===== src/rtl/vdp_pkg.sv =====
// rtl/vdp_pkg.sv - shared constants for the VDP colour mixer slice
//
// Purpose: Game Gear LCD window bounds, CRAM geometry, RGB width and the
//          bit positions inside the sprite colour word.
//          in_range() is an inclusive unsigned range test used for the window flag.
package vdp_pkg;

  localparam logic [9:0] GG_X_START = 10'd48;
  localparam logic [9:0] GG_X_END   = 10'd207;
  localparam logic [9:0] GG_Y_START = 10'd24;
  localparam logic [9:0] GG_Y_END   = 10'd167;

  localparam int CRAM_ENTRIES = 32;
  localparam int CRAM_AW      = $clog2(CRAM_ENTRIES);
  localparam int RGB_W        = 12;

  // sprite_color layout: [5] palette, [4:1] index, [0] unused
  localparam int SPR_PAL_BIT = 5;
  localparam int SPR_IDX_MSB = 4;
  localparam int SPR_IDX_LSB = 1;

  function automatic logic in_range(input logic [9:0] v,
                                    input logic [9:0] lo,
                                    input logic [9:0] hi);
    return (v >= lo) && (v <= hi);
  endfunction

endpackage


===== src/rtl/vdp_cram.sv =====
// rtl/vdp_cram.sv - 32x12 Game Gear colour RAM, one write and one read port
//
// Purpose: simple dual-port RAM with synchronous write and synchronous read.
//          A read and a write of the same entry on one edge return the old
//          contents; the new value appears on the following read.
//          Contents are not reset.
// Ports:
//   clk      in  clock
//   we       in  write enable
//   wr_addr  in  write entry
//   wr_data  in  12-bit colour to store
//   rd_addr  in  read entry
//   rd_data  out registered 12-bit colour
module vdp_cram
  import vdp_pkg::*;
(
  input  logic               clk,
  input  logic               we,
  input  logic [CRAM_AW-1:0] wr_addr,
  input  logic [RGB_W-1:0]   wr_data,
  input  logic [CRAM_AW-1:0] rd_addr,
  output logic [RGB_W-1:0]   rd_data
);

  logic [RGB_W-1:0] mem [CRAM_ENTRIES];

  // Both ports in one block so the read samples mem before this edge's write.
  always_ff @(posedge clk) begin
    if (we) begin
      mem[wr_addr] <= wr_data;
    end
    rd_data <= mem[rd_addr];
  end

endmodule


===== src/rtl/vdp_color_mixer.sv =====
// rtl/vdp_color_mixer.sv - final VDP pixel stage: priority, CRAM lookup, CPU CRAM writes
//
// Purpose: resolves sprite/background priority and transparency, looks the
//          winning colour up in CRAM and presents 12-bit RGB two cycles later.
//          Also owns the CPU even/odd byte latch used to write CRAM.
// Ports:
//   clk, rst_n       pixel clock, synchronous active-low reset
//   pixel_x/pixel_y  current beam position
//   sprite_color     [5] palette, [4:1] index, index 0 = no sprite
//   bg_color         [4] palette, [3:0] index
//   bg_priority      background tile priority bit
//   display_en       0 forces backdrop
//   mask_col0        forces backdrop for pixel_x < 8
//   backdrop         backdrop index into the sprite palette half of CRAM
//   cram_we/cram_addr/cram_wdata  CPU byte write into CRAM
//   rgb              {B,G,R} for the pixel presented 2 cycles earlier
//   rgb_valid        that pixel lies inside the GG window
module vdp_color_mixer
  import vdp_pkg::*;
#(
  parameter logic [9:0] X_START = GG_X_START,
  parameter logic [9:0] X_END   = GG_X_END,
  parameter logic [9:0] Y_START = GG_Y_START,
  parameter logic [9:0] Y_END   = GG_Y_END
) (
  input  logic             clk,
  input  logic             rst_n,
  input  logic [9:0]       pixel_x,
  input  logic [9:0]       pixel_y,
  input  logic [5:0]       sprite_color,
  input  logic [4:0]       bg_color,
  input  logic             bg_priority,
  input  logic             display_en,
  input  logic             mask_col0,
  input  logic [3:0]       backdrop,
  input  logic             cram_we,
  input  logic [5:0]       cram_addr,
  input  logic [7:0]       cram_wdata,
  output logic [RGB_W-1:0] rgb,
  output logic             rgb_valid
);

  logic [3:0]         spr_idx;
  logic               spr_opaque;
  logic               bg_opaque;
  logic [CRAM_AW-1:0] sel_idx;
  logic               win;

  logic [CRAM_AW-1:0] idx_d;
  logic               win_d;
  logic               win_q;
  logic [RGB_W-1:0]   cram_q;

  logic [7:0]         latch;
  logic               cram_wr;

  // Palette bit of the sprite is implied (sprites always use the upper half);
  // the upper nibble of odd CRAM bytes has no storage.
  logic unused_bits;
  assign unused_bits = ^{sprite_color[SPR_PAL_BIT], sprite_color[0], cram_wdata[7:4]};

  assign spr_idx    = sprite_color[SPR_IDX_MSB:SPR_IDX_LSB];
  assign spr_opaque = |spr_idx;
  assign bg_opaque  = |bg_color[3:0];

  always_comb begin
    sel_idx = bg_color;
    if (!display_en || (mask_col0 && (pixel_x < 10'd8))) begin
      sel_idx = {1'b1, backdrop};
    end else if (spr_opaque && !(bg_priority && bg_opaque)) begin
      sel_idx = {1'b1, spr_idx};
    end
  end

  assign win = in_range(pixel_x, X_START, X_END) && in_range(pixel_y, Y_START, Y_END);

  // Stage 1: selected index and window flag.
  always_ff @(posedge clk) begin
    if (!rst_n) begin
      idx_d <= '0;
      win_d <= 1'b0;
    end else begin
      idx_d <= sel_idx;
      win_d <= win;
    end
  end

  // Stage 2 valid; the colour itself is the RAM's registered read.
  always_ff @(posedge clk) begin
    if (!rst_n) begin
      win_q <= 1'b0;
    end else begin
      win_q <= win_d;
    end
  end

  // Even byte only loads the latch; it survives odd writes so the CPU can
  // rewrite just the blue nibble.
  always_ff @(posedge clk) begin
    if (!rst_n) begin
      latch <= 8'h00;
    end else if (cram_we && !cram_addr[0]) begin
      latch <= cram_wdata;
    end
  end

  // Odd writes are not gated by reset: a CPU write landing on the reset
  // cycle still reaches CRAM, using the pre-reset latch.
  assign cram_wr = cram_we && cram_addr[0];

  vdp_cram u_cram (
    .clk     (clk),
    .we      (cram_wr),
    .wr_addr (cram_addr[5:1]),
    .wr_data ({cram_wdata[3:0], latch}),
    .rd_addr (idx_d),
    .rd_data (cram_q)
  );

  assign rgb       = win_q ? cram_q : '0;
  assign rgb_valid = win_q;

endmodule


===== config.mk =====
export PLATFORM = sky130hd
export DESIGN_NAME = vdp_color_mixer
export DESIGN_NICKNAME = d
export VERILOG_FILES = /design/src/rtl/vdp_pkg.sv /design/src/rtl/vdp_cram.sv /design/src/rtl/vdp_color_mixer.sv
export SDC_FILE = /design/constraint.sdc
export NUM_CORES = 1
export LEC_CHECK = 0
export BUFFER_PORTS_ARGS = -buffer_cell sky130_fd_sc_hd__buf_2
export CAP_MARGIN = 30
export CORE_UTILIZATION = 35
export DETAILED_ROUTE_END_ITERATION = 12
export GPL_ROUTABILITY_DRIVEN = 1
export SLEW_MARGIN = 30
export SYNTH_ARGS = -nofsm -noshare
export SYNTH_HDL_FRONTEND = slang
export SYNTH_SLANG_ARGS = --single-unit

===== constraint.sdc =====
create_clock -name clk -period 2.42 [get_ports clk]
set_input_delay 0.484 -clock clk [delete_from_list [all_inputs] [get_ports clk]]
set_output_delay 0.484 -clock clk [all_outputs]
set_load 0.05 [all_outputs]

==> results.md <==
* Outcome: finished clean
* Routed vias at 8,539
* Dpl hpwl at about 21,000 um
* Vias per std cell at 5.01
* Final setup vio count at 0
* Core Area at 45,500 um^2
* R2r setup slk at approximately 370 ps
* Power Dens Cells at 804 nW/um^2
* IO Port Bufs at 59
* Critical Path RT at approximately 2900 ps
* Commonest non-fill, non-tap cell in the layout: edfxtp_1
* Commonest non-fill, non-tap cells in the layout: edfxtp_1, mux2i_1, buf_4, buf_2, a22oi_1
* # resized after CTS at 0
* Final hold violation count at 0
* Die Y at approximately 220 um
* CTS clock-pin slew for the worst setup and hold paths at 60 ps
* Synth Net Count at between 1,000 and 1,500
* Total Neg Setup Slack at 0 ps
* Ports at approximately 70
* Worst r2r dst: u_cram.rd_data[2]
* Max-slew violation count at 0
* Die X at 217 um
* DR WL/cell at 20.9 um
* Setup crit end: u_cram.rd_data[2]
* FF-to-FF Start: idx_d[1]
* Initial antenna violation count at 3
* Crit path arrival time at between 2000 and 3000 ps
* Met1 GRT Util at 21.6%
* Vias in the first global route at 8,491
* Multi-input gate area at ~3700 um^2
* CTS Buf Count at 43
* Diodes inserted at 0
* Clock period minus worst slack at 2050 ps
* First-pass detailed-route iteration total at 5
* H-tree Lvls at 2
* Hold bufs inserted after CTS at 0
* CP Capture Type: flip-flop
* Tightest Pin Transition at 785 ps
* Buffer count from post-CTS setup fixing at 0
* Max frequency at 487 MHz
* Worst-case clock buffer depth at 3
* Critical path class: reg2reg
* Reg2reg path depth at 6
* Share of cells above drive strength 1 at ~18%
* Grt met2 use at 24.4%
* Startpoint types: flip-flop
* Crit path from: idx_d[1]
* Initial DRC count at 642
* Rel. slew slack at 47.0%
* Syn Std Cell Area at 16,200 um^2
* Gr busiest metal: met2
* Clock latency on the worst-skew pair at about 530 ps
* HP Class: in2reg
* Post-synth EDFFs at around 380
* M3 GR Usage at 2.08%
* Yosys warns at 0
* Max cap viols at 0
* Final Wtd Congestion at approximately 0.76
* Die ar. at about 47,000 um^2
* Global-route wire length before repair at 53,100 um
* Async SR Flop Fraction at 0%
* Post-synthesis sequential area ratio at 74.5%
* Final nets at 1,126
* Fillers at 4,134
* Syn Area/Cell at between 15 and 20 um^2
* CTS tree: yes
* Yosys cell types at 38
* CTS root buf: clkbuf_16
* Leak at 0.00656 uW
* Congestion Overflow GR at 0
* Total track usage at 15.1%
* CP max FO at 12
* Area grow syn2layout at 16.0%
* Crit share post-route at 84.8%
* RSZ-0062 raised after global routing: false
* Num rows at 78
* Max VDD drop at 0.621 mV
* DRC errors left at 0
* Register area at 12,100 um^2
* Placed Cells at 1,626
* Initial Utilization at approximately 36%
* Pin count of the biggest net entering global routing at 65
* Finished Layout Cells at 1,704
* Register bit total from synthesis at about 410
* Final ANT Viol Nets at 0
* CTS sink count at 411
* Mapped Cells at 949
* Total Wirelength at 35,600 um
* Clk_skew at about 13 ps
* Post-synth top flop: edfxtp_1
[stage by stage]
step / utilization [%] / worst slack (ps) / power (uW) / hold slack [ps] / cell area, um^2
finish: 41.3 / 367 / 15100 / 171 / 18800
global route: 41.3 / 272 / 15600 / 165 / 18800
CTS: 41.3 / 362 / 15200 / 149 / 18800
detailed placement: 38.4 / 412 / 9020 / 422 / 17500
global placement: 38.4 / 429 / 9010 / 419 / 17500
floorplan: - / 466 / 8650 / 412 / 16200
[routing by layer]
metal	share of wire [%]	up-vias
met5	0	-
met4	1.8	0
met3	5.3	49
met2	47	255
li1	-	3998
met1	46	4237
[kinds of logic (layout without fill, tap and decap cells)]
group	count (synthesis)	after routing	synth area share, %
flops	411	411	74.5
mux	200	200	12.4
compound gates	127	127	5.61
simple gates	159	159	4.87
buf+inv	52	207	2.67
[state kept, by name, summed over array words and instances, names as in the netlist]
register and cells:
u_cram.mem 384, win_d 1, u_cram.rd_data 12, latch 8, idx_d 5, rgb_valid 1
[worst min-delay path by stage]
stage | endpoint | slack [ps] | cells past startpoint | start
5_1_grt | idx_d[4] | 160 | 2 | bg_color[4]
2_1_floorplan | rgb_valid | 410 | 1 | win_d
4_1_cts | idx_d[4] | 150 | 2 | bg_color[4]
3_3_place_gp | rgb_valid | 420 | 1 | win_d
3_5_place_dp | rgb_valid | 420 | 1 | win_d
6_report | idx_d[4] | 170 | 2 | bg_color[4]
[synth_stat cells, types with 5 or more instances]
library cell / count / area (um^2)
edfxtp_1: 384 / 11500
mux2i_1: 200 / 2000
a22oi_1: 50 / 375
nor2_1: 37 / 139
nand2_1: 32 / 120
dfxtp_1: 27 / 541
a21oi_1: 26 / 130
nand3_1: 25 / 125
a22o_1: 24 / 210
a31oi_1: 15 / 93.8
and2_1: 14 / 87.6
buf_2: 14 / 70.1
nand4_1: 14 / 87.6
clkbuf_1: 13 / 48.8
nor3_1: 12 / 60.1
nor2b_1: 11 / 68.8
buf_12: 8 / 160
buf_4: 6 / 45.0
buf_6: 6 / 67.6
o21ai_0: 5 / 25.0
[area by class of cell]
type	count	area share (%)
Clock inverter	15	0.652
Multi-Input combinational cell	486	19.8
Inverter	1	0.0200
Sequential cell	411	64.2
Clock buffer	63	6.51
Tap cell	600	3.99
Timing Repair Buffer	128	4.79
[where the power goes]
part,switching (uW),internal [uW]
registers,34.1,7840
clock network,2540,3710
logic,618,375
total,3190,11900
[worst max-delay path: stages, from the launching register on]
cell	delay, ps
dfxtp_4	460
buf_4	280
mux2i_1	120
a22o_1	250
nor3_1	550
a31oi_1	190
nand3_1	130
No activity file was read; power rests on OpenSTA's default activity.
